$ cat config.mk
export PLATFORM = sky130hd
export DESIGN_NAME = alu_op_decoder
export DESIGN_NICKNAME = d
export VERILOG_FILES = /design/src/rtl/strv32i_pkg.sv /design/src/rtl/alu_op_decoder_imm_gen.sv /design/src/rtl/alu_op_decoder.sv
export SDC_FILE = /design/constraint.sdc
export NUM_CORES = 1
export LEC_CHECK = 0
export CAP_MARGIN = 30
export CORE_ASPECT_RATIO = 1.5
export CORE_MARGIN = 5
export CORE_UTILIZATION = 43
export DETAILED_ROUTE_END_ITERATION = 8
export HOLD_SLACK_MARGIN = 0.08
export PLACE_DENSITY = 0.86
export RECOVER_POWER = 100
export SETUP_SLACK_MARGIN = 0.05
export SYNTH_ARGS = -nofsm -noshare
export SYNTH_HDL_FRONTEND = slang
export SYNTH_SLANG_ARGS = --single-unit
$ cat constraint.sdc
create_clock -name clk_in -period 4.1 [get_ports clk_in]
set_clock_uncertainty 0.05 [all_clocks]
set_input_delay 1.025 -clock clk_in [delete_from_list [all_inputs] [get_ports clk_in]]
set_output_delay 1.025 -clock clk_in [all_outputs]
set_load 0.05 [all_outputs]
$ cat src/rtl/strv32i_pkg.sv
// Shared RV32I constants: major opcodes, ALU opcode encodings and funct7 values
// used by the decode stage and the ALU it feeds.
package strv32i_pkg;

    localparam logic [6:0] OPC_OP     = 7'b0110011;
    localparam logic [6:0] OPC_OP_IMM = 7'b0010011;
    localparam logic [6:0] OPC_LUI    = 7'b0110111;
    localparam logic [6:0] OPC_AUIPC  = 7'b0010111;

    // ALU opcodes are {funct7[5], funct3}
    localparam logic [3:0] ALU_ADD  = 4'b0000;
    localparam logic [3:0] ALU_SUB  = 4'b1000;
    localparam logic [3:0] ALU_SLL  = 4'b0001;
    localparam logic [3:0] ALU_SLT  = 4'b0010;
    localparam logic [3:0] ALU_SLTU = 4'b0011;
    localparam logic [3:0] ALU_XOR  = 4'b0100;
    localparam logic [3:0] ALU_SRL  = 4'b0101;
    localparam logic [3:0] ALU_SRA  = 4'b1101;
    localparam logic [3:0] ALU_OR   = 4'b0110;
    localparam logic [3:0] ALU_AND  = 4'b0111;

    localparam logic [6:0] F7_BASE = 7'b0000000;
    localparam logic [6:0] F7_ALT  = 7'b0100000;

endpackage

$ cat src/rtl/alu_op_decoder_imm_gen.sv
// Immediate extraction for the decode stage; only the upper instruction bits
// carry immediates for the formats handled here, so only those are taken in.
module imm_gen (
    input  logic [31:12] instr,
    output logic [31:0]  imm_i,
    output logic [31:0]  imm_shamt,
    output logic [31:0]  imm_u
);

    assign imm_i     = {{20{instr[31]}}, instr[31:20]};
    assign imm_shamt = {27'b0, instr[24:20]};
    assign imm_u     = {instr[31:12], 12'b0};

endmodule

$ cat src/rtl/alu_op_decoder.sv
// Registered RV32I decode stage: selects ALU opcode and operands, one output
// register with valid/ready handshake, flush and a wrapping transfer counter.
module alu_op_decoder
    import strv32i_pkg::*;
#(
    parameter int XLEN  = 32,
    parameter int CNT_W = 16
) (
    input  logic                   clk_in,
    input  logic                   reset_in,
    input  logic                   flush_in,
    input  logic                   instr_valid_in,
    output logic                   instr_ready_out,
    input  logic [31:0]            instr_in,
    input  logic [XLEN-1:0]        pc_in,
    input  logic [XLEN-1:0]        rs1_data_in,
    input  logic [XLEN-1:0]        rs2_data_in,
    output logic                   alu_valid_out,
    input  logic                   alu_ready_in,
    output logic [3:0]             opcode_out,
    output logic signed [XLEN-1:0] op_1_out,
    output logic signed [XLEN-1:0] op_2_out,
    output logic [4:0]             rd_out,
    output logic                   rd_wr_en_out,
    output logic                   illegal_out,
    output logic [CNT_W-1:0]       xfer_count_out
);

    // Handshake: a transfer happens on a side whenever its valid and ready are
    // both high at a rising edge; the held output only moves on such a transfer.

    logic [6:0]      opc;
    logic [2:0]      f3;
    logic [6:0]      f7;
    logic [4:0]      rd;
    logic [31:0]     imm_i;
    logic [31:0]     imm_shamt;
    logic [31:0]     imm_u;
    logic            legal;
    logic [3:0]      d_opcode;
    logic [XLEN-1:0] d_op1;
    logic [XLEN-1:0] d_op2;
    logic            d_wr_en;
    logic            in_xfer;
    logic            out_xfer;

    assign opc = instr_in[6:0];
    assign rd  = instr_in[11:7];
    assign f3  = instr_in[14:12];
    assign f7  = instr_in[31:25];

    imm_gen u_imm_gen (
        .instr     (instr_in[31:12]),
        .imm_i     (imm_i),
        .imm_shamt (imm_shamt),
        .imm_u     (imm_u)
    );

    always_comb begin
        legal    = 1'b0;
        d_opcode = ALU_ADD;
        d_op1    = '0;
        d_op2    = '0;
        case (opc)
            OPC_OP: begin
                legal    = (f7 == F7_BASE) ||
                           ((f7 == F7_ALT) && ((f3 == 3'b000) || (f3 == 3'b101)));
                d_opcode = {instr_in[30], f3};
                d_op1    = rs1_data_in;
                d_op2    = rs2_data_in;
            end
            OPC_OP_IMM: begin
                d_op1 = rs1_data_in;
                if (f3 == 3'b001) begin
                    legal    = (f7 == F7_BASE);
                    d_opcode = {instr_in[30], f3};
                    d_op2    = imm_shamt;
                end else if (f3 == 3'b101) begin
                    legal    = (f7 == F7_BASE) || (f7 == F7_ALT);
                    d_opcode = {instr_in[30], f3};
                    d_op2    = imm_shamt;
                end else begin
                    legal    = 1'b1;
                    d_opcode = {1'b0, f3};
                    d_op2    = imm_i;
                end
            end
            OPC_LUI: begin
                legal = 1'b1;
                d_op2 = imm_u;
            end
            OPC_AUIPC: begin
                legal = 1'b1;
                d_op1 = pc_in;
                d_op2 = imm_u;
            end
            default: ;
        endcase
        // Unsupported encodings travel as an inert ADD of zeros
        if (!legal) begin
            d_opcode = ALU_ADD;
            d_op1    = '0;
            d_op2    = '0;
        end
    end

    assign d_wr_en         = legal && (rd != 5'd0);
    assign instr_ready_out = !alu_valid_out || alu_ready_in;
    assign in_xfer         = instr_valid_in && instr_ready_out;
    assign out_xfer        = alu_valid_out && alu_ready_in;

    always_ff @(posedge clk_in) begin
        if (reset_in) begin
            alu_valid_out  <= 1'b0;
            opcode_out     <= '0;
            op_1_out       <= '0;
            op_2_out       <= '0;
            rd_out         <= '0;
            rd_wr_en_out   <= 1'b0;
            illegal_out    <= 1'b0;
            xfer_count_out <= '0;
        end else begin
            if (out_xfer) begin
                xfer_count_out <= xfer_count_out + CNT_W'(1);
            end
            // Flush drops both the held output and anything accepted this cycle
            if (flush_in) begin
                alu_valid_out <= 1'b0;
            end else if (in_xfer) begin
                alu_valid_out <= 1'b1;
                opcode_out    <= d_opcode;
                op_1_out      <= d_op1;
                op_2_out      <= d_op2;
                rd_out        <= rd;
                rd_wr_en_out  <= d_wr_en;
                illegal_out   <= !legal;
            end else if (out_xfer) begin
                alu_valid_out <= 1'b0;
            end
        end
    end

endmodule

==> impl_metrics.yaml <==
clock_network:
  path_clk_slew_ns: 0.06
  tritoncts.num_buffers: 9
  tritoncts_sinks: 92
  cts.htree.levels: 3
  cts_tree: "yes"
  clk_latency_ns: 0.34
  cts_max_path_buffers: 2
  post_cts_resize_count: 0
  post_cts_buffers: 0
  root_cell_of_the_clock_tree: "sky130_fd_sc_hd__clkbuf_16"
  post_cts_hold_buffer_count: 0
critical_path:
  end_kind: "output port"
  r2r-start: "alu_valid_out$_SDFFE_PP0P_"
  crit_path_top_delay_cell: "sky130_fd_sc_hd__dlygate4sd3_1"
  cp_cell_sequence: "dlygate4sd3_1 > nor2b_1 > clkinv_1 > dlygate4sd3_1"
  timing.critical_path.buf_inv: 3
  r2r_cells: 6
  timing.critical_path.max_delay_family: "buffers and inverters"
  crit_path_max_fanout: 3
  critPathRequiredTime_ns: 3.02
  highest_cell_delay_on_the_worst_timing_path_ns: 0.77
  r2r_end: "op_2_out[10]$_SDFFE_PP0P_"
  critical-path-top-cell-by-count: "sky130_fd_sc_hd__dlygate4sd3_1"
  r2r_slack_ns: 1.44
  cp.arrival_ns: 2.68
  crit_type: "input port to output port"
  startpoint_type: "input port"
global_route:
  grt_first_pass_wirelength_um: 25600
  via_count_of_the_first_global_routing_pass: 4864
  track_usage_pct: 26.2
  grt_max_degree: 42
  antenna_found_initial: 0
  globalRouteOverflowTotal: 0
finish:
  design.final.nets: 851
  final_layout_size_suffix_gt1_share_pct: 6.93
  multiInputGateArea_sq_mm: 0.00214
  final_util_pct: 69.7
  fillerInstances: 783
  register_area_sq_mm: 0.00184
  diodes_inserted: 0
  areaGrowthSynthToFinish_pct: 57.5
  layout.cell_area.non_filler_sq_mm: 0.00679
  finish.cell_count_without_fillers: 837
detailed_routing:
  detail_route.iter0.violations: 227
  first_pass_iters: 5
  wl_per_cell_um: 19.6
  remaining_number_of_nets_flagged_by_the_antenna_check_after_routing: 0
  dr_total_vias: 4815
  drt-total-wl_um: 16400
  drc_errors: 0
  via_per_inst: 5.75
floorplanning:
  io_pins: 226
  die_w_um: 91.8
  core_area_sq_mm: 0.00974
  die_h_um: 133
  floorplan.initialDensity_pct: 44.3
  die_footprint_sq_mm: 0.0122
  rows: 44
placement:
  io_buffer_count: 225
  numPlacedInstances: 821
  detailed_place_hpwl_um: 12200
  place_area_sq_mm: 0.00662
  gp_congestion: 0.862
yosys:
  synth_seq_cells: 92
  synth.yosys.warnings: 0
  synth.distinct_cells: 47
  synth.cell_area_sq_mm: 0.00431
  post_synth_edffs: 0
  ys_seq_area_share_pct: 42.7
  mappedNetlistNets: 645
  ys_async_sr_fraction_pct: 0
  synth_area_per_cell_sq_um: 8.44
  post_synth_inst_count: 511
  most_used_flip_flop_cell_after_synthesis: "sky130_fd_sc_hd__dfxtp_1"
sta:
  post-route-min-period_ns: 3.75
  finalHoldWorstSlack_ns: 0.399
  worst_slew_margin_rel_pct: -9.04
  finalSetupViolations: 0
  final_min_period_over_clock_period_pct: 91.5
  timing.setup.tns_ns: 0
  rsz0062_at_grt: "no"
  max_slew.worst_pin.slew_ns: 1.64
  slew_viols_final: 33
  hold_viol: 0
  clock.fmax_mhz: 266
power_and_ir_drop:
  p_comb_share_pct: 14.3
  powerDensity_mw_per_mm2: 299
  p_seq_share_pct: 44.4
  leakagePower_nw: 2.51
  share_clk_of_total_power_pct: 41.3
  power.switching_w: 0.000487
  power.ir.vdd_worst_v: 0.000211
  power.switching_fraction_pct: 24.0
  internal-power_w: 0.00154
hold_path:
  hp-class: "flop to flop"
  worstHoldEndpoint: "op_2_out[5]$_SDFFE_PP0P_"
  min_from: "op_2_out[5]$_SDFFE_PP0P_"
  worst_hold_path.num_cells: 2
run:
  max_cap_viol_count: 1
run_status:
  violated_checks: "capacitance limit, slew limit"
  status: "finished, violations left"
==> worst max path at each step <==
stage,start,endpoint,cells after the start
finish,alu_ready_in,instr_ready_out,4
global route,alu_ready_in,instr_ready_out,4
CTS,alu_ready_in,instr_ready_out,4
detailed placement,alu_ready_in,instr_ready_out,4
global placement,alu_ready_in,instr_ready_out,4
floorplan,alu_ready_in,instr_ready_out,2
==> power groups by stage <==
stage               logic [W]  clock network (W)  registers (W)
CTS                  0.000298           0.000850       0.000902
floorplan            0.000101                  0       0.000942
global route         0.000306           0.000897       0.000902
finish               0.000290           0.000839       0.000902
global placement     0.000290                  0       0.000922
detailed placement   0.000296                  0       0.000923
==> flip-flops by register name, indices dropped and copies added, names as in the netlist <==
name            cells
alu_valid_out       1
illegal_out         1
op_1_out           32
op_2_out           32
opcode_out          4
rd_out              5
rd_wr_en_out        1
xfer_count_out     16
==> worst reg2reg max path, cell delays in order, from the launching register on <==
cell                       delay [ns]
sky130_fd_sc_hd__dfxtp_1         0.32
sky130_fd_sc_hd__nor2b_1         0.15
sky130_fd_sc_hd__nor3b_1         0.67
sky130_fd_sc_hd__clkbuf_2        0.84
sky130_fd_sc_hd__nor2_1          0.27
sky130_fd_sc_hd__nand2_1         0.16
sky130_fd_sc_hd__o21ai_0         0.09
==> stage by stage <==
| step | setup WS [ns] | total power (W) |
|---|---|---|
| global route | 0.277 | 0.00211 |
| CTS | 0.541 | 0.00205 |
| floorplan | 1.72 | 0.00104 |
| finish | 0.347 | 0.00203 |
| detailed placement | 0.548 | 0.00122 |
| global placement | 0.566 | 0.00121 |
==> cell type report <==
type                            instances  share of cell area, %
Multi-Input combinational cell        368                   31.5
Clock buffer                           11                   3.57
Inverter                                8                  0.442
Sequential cell                        92                   27.1
Clock inverter                          5                  0.903
Timing Repair Buffer                  238                   34.4
Tap cell                              115                   2.12
==> cell usage after synthesis, drive strengths merged, types with 2 or more instances <==
cell	n	area share (%)
mux2	5	1.3
xor2	4	0.81
nor3b	2	0.73
nand3	37	4.4
a22oi	7	1.2
or4	2	0.35
a21oi	17	2.1
a22o	20	4.1
nor4	3	1.1
nand2	132	11
nand4	7	1.0
a31oi	33	4.8
and3	2	0.29
dfxtp	92	43
inv	8	0.70
buf	24	3.2
clkbuf	19	1.7
and2	2	0.29
a221oi	20	6.8
nor3	8	1.2
o21ai	10	1.2
nand2b	4	0.75
a32oi	5	1.0
nor2	27	2.3
xnor2	8	1.6
or3	5	0.73
==> metal layers <==
layer	wire length [um]	track usage, %	up-vias	part of all wire, %
met5	0	0	-	0
li1	-	-	2237	-
met2	8270	44.9	224	50
met1	5900	28.7	2287	36
met3	1320	7.10	67	8.0
met4	939	15.6	0	5.7
==> placed cells by master (no fill, tap or decap), types with 4 or more instances in the layout <==
cell type,n
sky130_fd_sc_hd__a32oi_1,5
sky130_fd_sc_hd__buf_4,10
sky130_fd_sc_hd__a22oi_1,7
sky130_fd_sc_hd__a221oi_1,16
sky130_fd_sc_hd__nor2_1,27
sky130_fd_sc_hd__clkbuf_16,9
sky130_fd_sc_hd__a221oi_2,4
sky130_fd_sc_hd__inv_1,6
sky130_fd_sc_hd__nand4_1,7
sky130_fd_sc_hd__dfxtp_1,92
sky130_fd_sc_hd__dlygate4sd3_1,94
sky130_fd_sc_hd__a22o_1,20
sky130_fd_sc_hd__or3_1,5
sky130_fd_sc_hd__nor3_1,6
sky130_fd_sc_hd__a21oi_1,15
sky130_fd_sc_hd__clkdlybuf4s50_1,130
sky130_fd_sc_hd__nand2_1,132
sky130_fd_sc_hd__o21ai_0,7
sky130_fd_sc_hd__mux2_2,5
sky130_fd_sc_hd__nand3_1,36
sky130_fd_sc_hd__xnor2_1,8
sky130_fd_sc_hd__xor2_1,4
sky130_fd_sc_hd__a31oi_1,32
==> kinds of logic (layout without fill, tap and decap cells) <==
kind of cell    count (synthesis)  in the layout  share of synthesized area, %
simple gates                  234            234                          25.4
compound gates                116            116                          22.3
flops                          92             92                          42.7
buf+inv                        51            262                          5.51
xor+xnor                       12             12                          2.44
mux                             5              5                          1.31
fa+ha+maj                       1              1                         0.290
(Power assumes the default switching activity.)
